`src/rtl/bp_fe_bp_resolve_queue.sv`:
```
// In-order branch resolution queue feeding the gshare predictor training port.
// Records {bht index, predicted direction} at fetch, pops the oldest entry on
// resolve, and emits a registered one-cycle predictor update.
module bp_fe_bp_resolve_queue #(
    parameter int bht_idx_width_p = 8,
    parameter int depth_p         = 8,
    parameter int cnt_width_p     = 16
) (
    input  logic                         clk_i,
    input  logic                         reset_n_i,
    input  logic                         enq_v_i,
    input  logic [bht_idx_width_p-1:0]   enq_idx_i,
    input  logic                         enq_pred_i,
    output logic                         enq_ready_o,
    input  logic                         resolve_v_i,
    input  logic                         resolve_taken_i,
    output logic                         resolve_ready_o,
    input  logic                         flush_i,
    output logic                         w_v_o,
    output logic [bht_idx_width_p-1:0]   idx_w_o,
    output logic                         correct_o,
    output logic                         mispredict_o,
    output logic                         empty_o,
    output logic                         full_o,
    output logic [$clog2(depth_p):0]     occupancy_o,
    output logic [cnt_width_p-1:0]       mispredict_cnt_o
);

    localparam int PW = $clog2(depth_p);
    localparam int CW = PW + 1;

    logic [bht_idx_width_p:0]   mem_q [depth_p];
    logic [PW-1:0]              wp_q, wp_d;
    logic [PW-1:0]              rp_q, rp_d;
    logic [CW-1:0]              cnt_q, cnt_d;
    logic                       w_v_q;
    logic [bht_idx_width_p-1:0] idx_w_q;
    logic                       correct_q;
    logic [cnt_width_p-1:0]     mcnt_q;

    logic                       enq_acc, res_acc;
    logic [bht_idx_width_p:0]   head;

    assign full_o          = (cnt_q == CW'(depth_p));
    assign empty_o         = (cnt_q == '0);
    assign enq_ready_o     = ~full_o;
    assign resolve_ready_o = ~empty_o;
    assign occupancy_o     = cnt_q;

    assign enq_acc = enq_v_i & ~full_o & ~flush_i;
    assign res_acc = resolve_v_i & ~empty_o;
    assign head    = mem_q[rp_q];

    assign w_v_o            = w_v_q;
    assign idx_w_o          = idx_w_q;
    assign correct_o        = correct_q;
    assign mispredict_o     = w_v_q & ~correct_q;
    assign mispredict_cnt_o = mcnt_q;

    // Next pointer/count; flush discards everything left after the resolve.
    always_comb begin
        wp_d  = wp_q + PW'(enq_acc);
        rp_d  = rp_q + PW'(res_acc);
        cnt_d = cnt_q + CW'(enq_acc) - CW'(res_acc);
        if (flush_i) begin
            rp_d  = wp_q;
            cnt_d = '0;
        end
    end

    // Pointer and occupancy registers.
    always_ff @(posedge clk_i or negedge reset_n_i) begin
        if (!reset_n_i) begin
            wp_q  <= '0;
            rp_q  <= '0;
            cnt_q <= '0;
        end else begin
            wp_q  <= wp_d;
            rp_q  <= rp_d;
            cnt_q <= cnt_d;
        end
    end

    // Entry storage; contents need no reset.
    always_ff @(posedge clk_i) begin
        if (enq_acc) begin
            mem_q[wp_q] <= {enq_idx_i, enq_pred_i};
        end
    end

    // Registered predictor update; index/correct hold when idle.
    always_ff @(posedge clk_i or negedge reset_n_i) begin
        if (!reset_n_i) begin
            w_v_q     <= 1'b0;
            idx_w_q   <= '0;
            correct_q <= 1'b0;
        end else begin
            w_v_q <= res_acc;
            if (res_acc) begin
                idx_w_q   <= head[bht_idx_width_p:1];
                correct_q <= (head[0] == resolve_taken_i);
            end
        end
    end

    // Saturating misprediction counter.
    always_ff @(posedge clk_i or negedge reset_n_i) begin
        if (!reset_n_i) begin
            mcnt_q <= '0;
        end else if (mispredict_o && (mcnt_q != '1)) begin
            mcnt_q <= mcnt_q + 1'b1;
        end
    end

endmodule
```
`config.mk`:
```
export PLATFORM = sky130hd
export DESIGN_NAME = bp_fe_bp_resolve_queue
export DESIGN_NICKNAME = d
export VERILOG_FILES = /design/src/rtl/bp_fe_bp_resolve_queue.sv
export SDC_FILE = /design/constraint.sdc
export NUM_CORES = 1
export LEC_CHECK = 0
export CORE_ASPECT_RATIO = 1.75
export CORE_MARGIN = 5
export CORE_UTILIZATION = 55
export CTS_CLUSTER_SIZE = 25
export DETAILED_ROUTE_END_ITERATION = 10
export GPL_ROUTABILITY_DRIVEN = 0
export PLACE_DENSITY = 0.84
export SLEW_MARGIN = 10
export SYNTH_ARGS = -nofsm -noshare
export SYNTH_HDL_FRONTEND = slang
export SYNTH_SLANG_ARGS = --single-unit
```
`constraint.sdc`:
```
create_clock -name clk_i -period 5.1 [get_ports clk_i]
set_input_delay 0.51 -clock clk_i [delete_from_list [all_inputs] [get_ports clk_i]]
set_output_delay 0.51 -clock clk_i [all_outputs]
set_load 0.01 [all_outputs]
```
Word level (Yosys, flattened, before mapping)
Memory sizes are Yosys's and may differ from the RTL's.
Index checks and enable logic that the tools add are counted.
{"block": "word_totals", "regBits": 36, "latch_bits": 0, "in_bits": 15, "rom_bits": 0, "mem_count": 1, "out_inout_bits": 35, "mem_bits_rw": 72}
{"block": "classes", "bitwise": 8, "n_eq_ne": 3, "div_mod_pow": 0, "n_shift": 0, "n_mux": 4, "multipliers": 0, "n_reduce_logical": 2, "magnitude_cmp": 0, "add_sub_neg": 5}
{"memory": "mem_q", "words": 8, "word_bits": 9, "read_ports": 1, "rd_ports_with_merged_regs": 0, "wr": 1, "line_no": "32", "text": "logic [bht_idx_width_p:0] mem_q [depth_p];"}
{"cell": "$add 16x1->16 const B", "count": 1}
{"cell": "$ne 16x16->1 const B", "count": 1}
{"cell": "$add 3x1->3", "count": 2}
{"cell": "$add 4x1->4", "count": 1}
{"cell": "$and 1x1->1", "count": 4}
{"cell": "$eq 4x4->1 const B", "count": 1}
{"cell": "$logic_not 4->1", "count": 1}
{"cell": "$mux 4", "count": 1}
{"cell": "$not 1->1", "count": 4}
{"cell": "$sub 4x1->4", "count": 1}
{"cell": "$mux 3", "count": 1}
{"cell": "$mux 1", "count": 2}
{"cell": "$eq 1x1->1", "count": 1}
{"cell": "$logic_and 1x1->1", "count": 1}

Depth between registers and ports, before layout
Gate-level depths: netlist (run 1).
{"block": "depth", "depth_word": 7, "depth_mapped": 13}

Worst setup path before layout (run 1)
OpenSTA, ideal clock, no wires.
{"block": "synth_path", "path_type": "register to register", "startpoint": "register cnt_q[2], in the netlist occupancy_o[2]", "endpoint": "register cnt_q[2], in the netlist occupancy_o[2]", "setup_time_ns": 0.131, "required_ns": 4.969, "path_stages_with_launch": 13, "arrival_time_ns": 2.656, "path_buffers": 1, "setup_slack_ns": 2.313, "cell_sequence": "dfrtp_1 inv_1 ha_1 or3b_2 nand2_1 buf_2 inv_1 ha_1 inv_1 ha_1 fa_1 xnor2_1 nor2_1"}
{"block": "synth_via", "word_cells_on_any_way": 10, "cone_classes": "2 x add/sub; 1 x eq/ne; 1 x mux; 5 x bitwise; 1 x reduce/logical"}
{"item": "from (decl)", "line_no": "35", "text": "logic [CW-1:0] cnt_q, cnt_d;"}
{"item": "from (signal assigned)", "line_no": "80", "text": "cnt_q <= cnt_d;"}
{"item": "$logic_not 4->1", "line_no": "45", "text": "assign empty_o = (cnt_q == '0);"}
{"item": "$not 1->1"}
{"item": "net resolve_ready_o", "line_no": "17", "text": "output logic resolve_ready_o,"}
{"item": "$and 1x1->1", "line_no": "51", "text": "assign res_acc = resolve_v_i & ~empty_o;"}
{"item": "net res_acc", "line_no": "41", "text": "logic enq_acc, res_acc;"}
{"item": "$sub 4x1->4", "line_no": "64", "text": "cnt_d = cnt_q + CW'(enq_acc) - CW'(res_acc);"}
{"item": "$mux 4", "line_no": "65", "text": "if (flush_i) begin"}
{"item": "net cnt_d[2]", "line_no": "35"}
The timed path passes the listed nets, and every way through them passes these cells.
A chain may end at the register's enable or synchronous reset.

Worst setup path in the final report (run 1)
{"block": "layout_path", "startpoint": "register cnt_q[2], in the netlist occupancy_o[2]", "endpoint": "register cnt_q[2], in the netlist occupancy_o[2]"}
{"block": "layout_via", "word_cells_on_any_way": 10, "cone_classes": "2 x add/sub; 1 x eq/ne; 1 x mux; 5 x bitwise; 1 x reduce/logical"}
{"item": "$logic_not 4->1", "line_no": "45"}
{"item": "$not 1->1", "line_no": "51"}
{"item": "$and 1x1->1", "line_no": "51"}
{"item": "net res_acc", "line_no": "41"}
{"item": "$sub 4x1->4", "line_no": "64"}
{"item": "$mux 4", "line_no": "65"}
{"item": "net cnt_d[2]", "line_no": "35"}
The timed path passes the listed nets, and every way through them passes these cells.

==> reports/qor.txt, run 1 <==
================================================================================
Count of buffers inserted at the top-level ports ..................           49
Post-Route Utilization ............................................       67.41%
Routed vias/inst ..................................................        5.836
Share of synthesized registers carrying an async set or reset .....       33.33%
Register share of total power .....................................        42.8%
Power share of the combinational group ............................        29.9%
Worst skew pair latency ...........................................       340 ps
Total I/O pin count ...............................................           50
Count of synthesis-stage warnings from yosys ......................            0
Average detailed-routed wire length per instance ..................     21.09 um
Final net count ...................................................          346
Number of antenna violations at the first check in global routing .            0
Dominant synthesized flop cell .................................... sky130_fd_sc_hd__edfxtp_1
Pre-antenna DRT Iters .............................................            4
Number of storage elements in the synthesis netlist ...............          108
First DRT Iteration DRCs ..........................................          213
Actual transition at the worst max-transition pin .................      1010 ps
Longest individual stage delay on the worst path ..................       480 ps
Syn Nets ..........................................................          292
Count of cells resized by post-cts repair .........................            0
Detailed placer's ending HPWL .....................................      5899 um
Clock power share .................................................        27.3%
Diodes inserted ...................................................            0
CP endpoint ....................................................... occupancy_o[2]
Fraction of the mapped netlist area in compound gates .............       2.293%
Worst hold-check slack ............................................     238.2 ps
Final Skew ........................................................     6.268 ps
Initial Util ......................................................       55.88%
Crit path max fanout ..............................................           19
Final clock period utilization by the worst path ..................       59.36%
Pwr Density ....................................................... 541.7 mW/mm2
Path depth of the worst reg2reg path ..............................           11
Htree depth .......................................................            3
Chip Height .......................................................     128.6 um
Number of global-route vias before repair .........................         2612
Number of pins exceeding their max-slew limit in the final report .            0
Longest Clk Path Bufs .............................................            2
Number of max-cap violations ......................................            0
Worst flop-to-flop path endpoint .................................. occupancy_o[2]
Sequential cell area .............................................. 0.003063 mm2
Core region area .................................................. 0.007909 mm2
Share of Yosys cell area claimed by the top area cell type ........       48.92%
Crit path time final ..............................................      3027 ps
Final-report hold violation count .................................            0
Number of distinct library cells after synthesis ..................           36
Pin count of the biggest net entering global routing ..............           37
Syn avg cell area .................................................    16.68 um2
Internal Pwr Total ................................................     2.035 mW
Standard cell with the maximum stage delay on the critical path ... sky130_fd_sc_hd__or3b_2
Crit-path cells ................................................... inv_1, ha_1, or3b_2, nand2_1, inv_1, ha_1, inv_1, ha_1, fa_1, xnor2_1, nor2_1
Leakage power .....................................................     1.970 nW
Max-slew headroom at the worst pin ................................       32.39%
Number of remaining DRC errors ....................................            0
Syn Inst Count ....................................................          265
Dominant cell type by area after synthesis ........................ sky130_fd_sc_hd__edfxtp_1
Setup TNS .........................................................         0 ps
Most common cell after layout, fill and taps aside ................ sky130_fd_sc_hd__edfxtp_1
Summed instance area of the synthesized netlist ................... 0.004419 mm2
Fmax ..............................................................    330.3 MHz
Footprint of the multi-input gates ................................ 0.001265 mm2
Status ............................................................ finished, final reports clean
Min-Delay Path Class ..............................................  in -> async
P&R area growth vs syn ............................................       20.64%
Global Route Usage Sum ............................................       18.91%
Crit. Startpoint .................................................. occupancy_o[2]
Clock tree from TritonCTS .........................................          yes
Sequential fraction of the synthesis area .........................       69.31%
Startpoint of the most critical register-to-register path ......... occupancy_o[2]
Cell total after placement ........................................          398
Worst Path Arrival ................................................      3250 ps
Aggregate routed wire length ......................................      8732 um
Number of fill cells in the layout ................................          541
Horizontal extent of the die ......................................     77.76 um
Hold buffer count at CTS ..........................................            0
Unrepaired setup endpoints after global routing ...................           no
Peak VDD IR .......................................................    0.3251 mV
Final setup vio count .............................................            0
Switching power total .............................................    0.8531 mW
Final std cells w/o fill ..........................................          414
Number of routed nets with antenna violations .....................            0
Portion of netlist area occupied by mux cells .....................       12.06%
Clock-pin transition on the worst setup and hold timing paths .....        70 ps
Final design instance area without fill ........................... 0.005331 mm2
Sw Share ..........................................................       29.54%
Adder and majority gate portion of the synthesized area ...........       3.567%
Clock sink count ..................................................          108
Number of placement rows ..........................................           43
Combinational family with the most area after synthesis ........... multiplexers
Congestion Overflow GR ............................................            0
Commonest cells after routing, fill and taps aside ................ sky130_fd_sc_hd__edfxtp_1 (72), sky130_fd_sc_hd__clkdlybuf4s50_1 (48), sky130_fd_sc_hd__dfrtp_1 (36), sky130_fd_sc_hd__nand2_1 (19), sky130_fd_sc_hd__mux4_2 (18)
Instance area at placement ........................................ 0.004982 mm2
Die area .......................................................... 0.009998 mm2
Critical Path End Type ............................................         flop
Critical path data required time ..................................      5320 ps
Critical setup path kind ..........................................   reg -> reg
Dominant cells by area after synthesis ............................ sky130_fd_sc_hd__edfxtp_1 (49%), sky130_fd_sc_hd__dfrtp_1 (20%), sky130_fd_sc_hd__mux4_2 (9.2%)
Post-synth EDFFs ..................................................           72
Clock tree root driver cell ....................................... sky130_fd_sc_hd__clkbuf_16
Share of cells above drive strength 1 .............................       13.27%
Xor and xnor area share after synthesis ...........................       3.766%
Total via count in the routed design ..............................         2416
# Post-CTS Setup Buffers ..........................................            0
TritonCTS buffer count ............................................            9
First-pass GRT wire length ........................................     13950 um
Element type at the critical path start ...........................         flop
Worst reg2reg setup slack .........................................      2070 ps
Post-synthesis simple-gate area fraction ..........................       6.937%
================================================================================
-- cells by family (layout without fill, tap and decap cells) --
family,count (synthesis),count (layout)
mux,30,30
buf+inv,18,77
fa+ha+maj,12,12
compound gates,17,17
flops,108,108
xor+xnor,19,19
simple gates,61,61
-- state kept, by name (all words and copies together), names as in the netlist --
signal and cells:
rp_q 3, mem_q 72, wp_q 3, w_v_o 1, occupancy_o 4, correct_o 1
mispredict_cnt_o 16, idx_w_o 8
-- power groups by stage --
stage / logic (mW) / clock network (mW) / registers, mW
2_1_floorplan: 0.553 / 0 / 1.21
3_3_place_gp: 0.831 / 0 / 1.24
3_5_place_dp: 0.861 / 0 / 1.26
4_1_cts: 0.880 / 0.801 / 1.24
5_1_grt: 0.946 / 0.842 / 1.26
6_report: 0.863 / 0.789 / 1.24
-- synth_stat cells, drive strengths merged, types with 3 or more instances --
| master | count |
|---|---|
| buf | 7 |
| o21ai | 10 |
| edfxtp | 72 |
| mux2i | 9 |
| xor2 | 5 |
| mux2 | 3 |
| dfrtp | 36 |
| inv | 9 |
| ha | 11 |
| nor3 | 3 |
| mux4 | 18 |
| nand2 | 19 |
| nand2b | 3 |
| xnor2 | 14 |
| nand3 | 5 |
| nor2 | 11 |
| nor2b | 3 |
| nand4 | 9 |
-- layer usage --
metal	wire length, um	vias up	GRT usage [%]
met5	0	-	0
met4	163	0	7.085
met3	355	13	4.762
met2	5048	73	35.06
met1	3164	1223	20.31
li1	-	1107	-
-- cell type report --
cell class | count | area share, %
Timing Repair Buffer | 52 | 9.528
Sequential cell | 108 | 57.45
Clock buffer | 9 | 4.224
Multi-Input combinational cell | 139 | 23.73
Tap cell | 90 | 2.112
Clock inverter | 7 | 2.323
Inverter | 9 | 0.6337
-- per-stage QoR --
step / total power [mW] / worst slack [ps]
floorplan: 1.765 / 2313
global placement: 2.076 / 2220
finish: 2.888 / 2073
global route: 3.045 / 1878
CTS: 2.922 / 2068
detailed placement: 2.118 / 2093
-- critical path: cells and delay by family (launching register included) --
kind,cells,cell delay (ps)
AND/OR/NAND/NOR,3,970
buffers and inverters,3,330
adder cells (fa/ha/maj),4,1070
flip-flops,1,390
XOR/XNOR,1,160
-- how the worst min path moves through the flow --
stage / cells past startpoint / end / from
after floorplan: 0 / correct_o / reset_n_i
after global placement: 2 / idx_w_o[3] / idx_w_o[3]
after detailed placement: 2 / idx_w_o[2] / idx_w_o[2]
after CTS: 1 / rp_q[1] / reset_n_i
after global routing: 1 / rp_q[1] / reset_n_i
final: 1 / rp_q[1] / reset_n_i
Power figures use the tool's default switching activity.
==> inputs of run 2 (changes only) <==
Clock period 5.1 ns to 3 ns, I/O delays scaled along.
==> run 2 against run 1 <==
Effect of this change: final cell count grew 2.4%; flip-flop and latch count is the same; routed wire length shrank 6.4%; clock power grew 57%; combinational power grew 67%; sequential power grew 71%; via count grew 1.4%; core utilization grew 0.68 points; critical path depth is the same; global-route usage shrank 1.3 points.
==> reports/qor.txt, run 2 (synthesized netlist as in run 1, its figures left out) <==
==================================================================================
Status .............................................................. finished, final reports clean
Final net count .....................................................          356   +2.9%
Worst flop-to-flop path endpoint .................................... occupancy_o[2]
Detailed placer's ending HPWL .......................................      5517 um   -6.5%
Fmax ................................................................    395.1 MHz   +20%
Share of cells above drive strength 1 ...............................       15.87%   +2.6 points
Setup TNS ...........................................................         0 ps   unchanged
Instance area at placement .......................................... 0.005057 mm2   +1.5%
Crit path time final ................................................      2531 ps   -496.4 ps
Total I/O pin count .................................................           50   unchanged
Register share of total power .......................................        44.1%   +1.3 points
Number of fill cells in the layout ..................................          547   +1.1%
Final design instance area without fill ............................. 0.005385 mm2   +1.0%
Htree depth .........................................................            3   unchanged
Final setup vio count ...............................................            0   unchanged
Clock sink count ....................................................          108   unchanged
Count of cells resized by post-cts repair ...........................            0   unchanged
Count of buffers inserted at the top-level ports ....................           49   unchanged
Worst Setup Slack, final ............................................     469.0 ps   -1604 ps
Worst skew pair latency .............................................       340 ps   about the same
Critical Path End Type ..............................................         flop
Crit-path cells ..................................................... inv_1, ha_1, or3b_2, nand2_1, inv_1, ha_1, inv_1, ha_1, fa_1, xnor2_1, nor2_1
Crit path max fanout ................................................            3   -16
TritonCTS buffer count ..............................................            9   unchanged
Number of pins exceeding their max-slew limit in the final report ...            0   unchanged
Internal Pwr Total ..................................................     3.373 mW   +66%
Final std cells w/o fill ............................................          424   +2.4%
Number of remaining DRC errors ......................................            0   unchanged
Horizontal extent of the die ........................................     77.76 um   unchanged
Clock tree root driver cell ......................................... sky130_fd_sc_hd__clkbuf_16
Chip Height .........................................................     128.6 um   unchanged
First-pass GRT wire length ..........................................     13170 um   -5.6%
Global Route Usage Sum ..............................................       17.65%   -1.3 points
Die area ............................................................ 0.009998 mm2   unchanged
Initial Util ........................................................       55.88%   unchanged
Average detailed-routed wire length per instance ....................     19.29 um   -8.6%
Path depth of the worst reg2reg path ................................           11   unchanged
First DRT Iteration DRCs ............................................          105   -51%
Critical path's top delay family ....................................  adder cells
Unrepaired setup endpoints after global routing .....................           no
Clock power share ...................................................        25.9%   -1.4 points
Routed vias/inst ....................................................        5.776   -1.0%
Worst hold-check slack ..............................................     42.44 ps   -195.8 ps
Sw Share ............................................................       29.67%   +0.13 points
Peak VDD IR .........................................................    0.5978 mV   +84%
Most common cell after layout, fill and taps aside .................. sky130_fd_sc_hd__edfxtp_1
Power share of the combinational group ..............................        30.0%   about the same
Actual transition at the worst max-transition pin ...................     809.3 ps   -201.2 ps
Total via count in the routed design ................................         2449   +1.4%
Pwr Density ......................................................... 890.5 mW/mm2   +64%
Number of buffers and inverters on the critical path ................            3   unchanged
Largest reg by FF count .............................................        mem_q
P&R area growth vs syn ..............................................       21.86%
Number of max-cap violations ........................................            0   unchanged
Number of routed nets with antenna violations .......................            0   unchanged
Cell total after placement ..........................................          408   +2.5%
DP Worst Slack ......................................................     481.0 ps   -1612 ps
Pre-antenna DRT Iters ...............................................            4   unchanged
Pin count of the biggest net entering global routing ................           37   unchanged
Congestion Overflow GR ..............................................            0   unchanged
Number of global-route vias before repair ...........................         2538   -2.8%
Element type at the critical path start .............................         flop
Worst reg2reg setup slack ...........................................       470 ps   -1600 ps
Commonest cells after routing, fill and taps aside .................. sky130_fd_sc_hd__edfxtp_1 (72), sky130_fd_sc_hd__clkdlybuf4s50_1 (48), sky130_fd_sc_hd__dfrtp_1 (36), sky130_fd_sc_hd__nand2_1 (19), sky130_fd_sc_hd__mux4_2 (18)
Core region area .................................................... 0.007909 mm2   unchanged
Switching power total ...............................................     1.423 mW   +67%
Flip-flop count of the largest register, all copies and words added .           72   unchanged
Final-report hold violation count ...................................            0   unchanged
Leakage power .......................................................     2.013 nW   +2.2%
Number of antenna violations at the first check in global routing ...            0   unchanged
Final Skew ..........................................................     6.264 ps   -0.004660 ps
Min-Delay Path Class ................................................  in -> async
Clock tree from TritonCTS ...........................................          yes
Longest Clk Path Bufs ...............................................            2   unchanged
Max-slew headroom at the worst pin ..................................       46.05%   +14 points
# Post-CTS Setup Buffers ............................................            0   unchanged
Number of placement rows ............................................           43   unchanged
Hold buffer count at CTS ............................................            0   unchanged
Longest individual stage delay on the worst path ....................       460 ps   -20 ps
Critical setup path kind ............................................   reg -> reg
Standard cell with the maximum stage delay on the critical path ..... sky130_fd_sc_hd__or3b_2
Final clock period utilization by the worst path ....................       84.37%   +25 points
Critical path data required time ....................................      3230 ps   -2090 ps
Worst Path Arrival ..................................................      2770 ps   -480 ps
Startpoint of the most critical register-to-register path ........... occupancy_o[2]
Diodes inserted .....................................................            0   unchanged
Clock-pin transition on the worst setup and hold timing paths .......        70 ps   about the same
Aggregate routed wire length ........................................      8177 um   -6.4%
==================================================================================
==> run 2: cell count changes in the layout (fill, tap and decap cells not counted) <==
cell                        change
sky130_fd_sc_hd__buf_4         +10
sky130_fd_sc_hd__bufinv_16      -2
sky130_fd_sc_hd__clkbuf_16      +1
sky130_fd_sc_hd__clkinv_4       -1
sky130_fd_sc_hd__inv_8          +2
==> run 2: worst max path at each step <==
stage,startpoint,end,cells past startpoint
2_1_floorplan,occupancy_o[2],occupancy_o[2],12
3_3_place_gp,occupancy_o[2],occupancy_o[2],11
4_1_cts,occupancy_o[2],occupancy_o[2],11
6_report,occupancy_o[2],occupancy_o[2],11
3_5_place_dp,occupancy_o[2],occupancy_o[2],11
5_1_grt,occupancy_o[2],occupancy_o[2],11
==> run 2: area by class of cell <==
class / count / area (um2) / share of cell area, %
inverter: 9 / 33.78 / 0.6273
clock inverter: 6 / 77.57 / 1.441
sequential: 108 / 3063 / 56.88
clock buffer: 10 / 250.2 / 4.647
multi-input combinational: 139 / 1265 / 23.49
tap: 90 / 112.6 / 2.091
timing repair buffer: 62 / 583.1 / 10.83
==> run 2: layer usage <==
layer	up-vias	global-route usage, %	part of all wire, %
met5	-	0	0
met3	11	2.661	3.7
met2	52	32.20	57
met4	0	9.312	2.3
met1	1255	19.42	37
li1	1131	-	-
==> run 2: stage by stage <==
stage	util [%]	total power, mW
finish	68.09	4.796
global route	68.09	5.087
floorplan	-	3.000
detailed placement	63.95	3.600
CTS	68.09	4.861
global placement	63.95	3.536
==> run 2: worst register-to-register path, delay by kind of cell (launching register included) <==
family / cells / cell delay (ps)
adders and majority gates: 4 / 1010
xor gates and xnor gates: 1 / 170
DFF: 1 / 390
buffers and inverters: 3 / 230
and+or+nand+nor: 3 / 630
==> run 2: power groups by stage <==
stage,Combinational (mW),Sequential [mW],Clock [mW]
6_report,1.44,2.12,1.24
5_1_grt,1.59,2.16,1.34
4_1_cts,1.47,2.13,1.27
3_3_place_gp,1.40,2.13,0
3_5_place_dp,1.45,2.15,0
2_1_floorplan,0.941,2.06,0
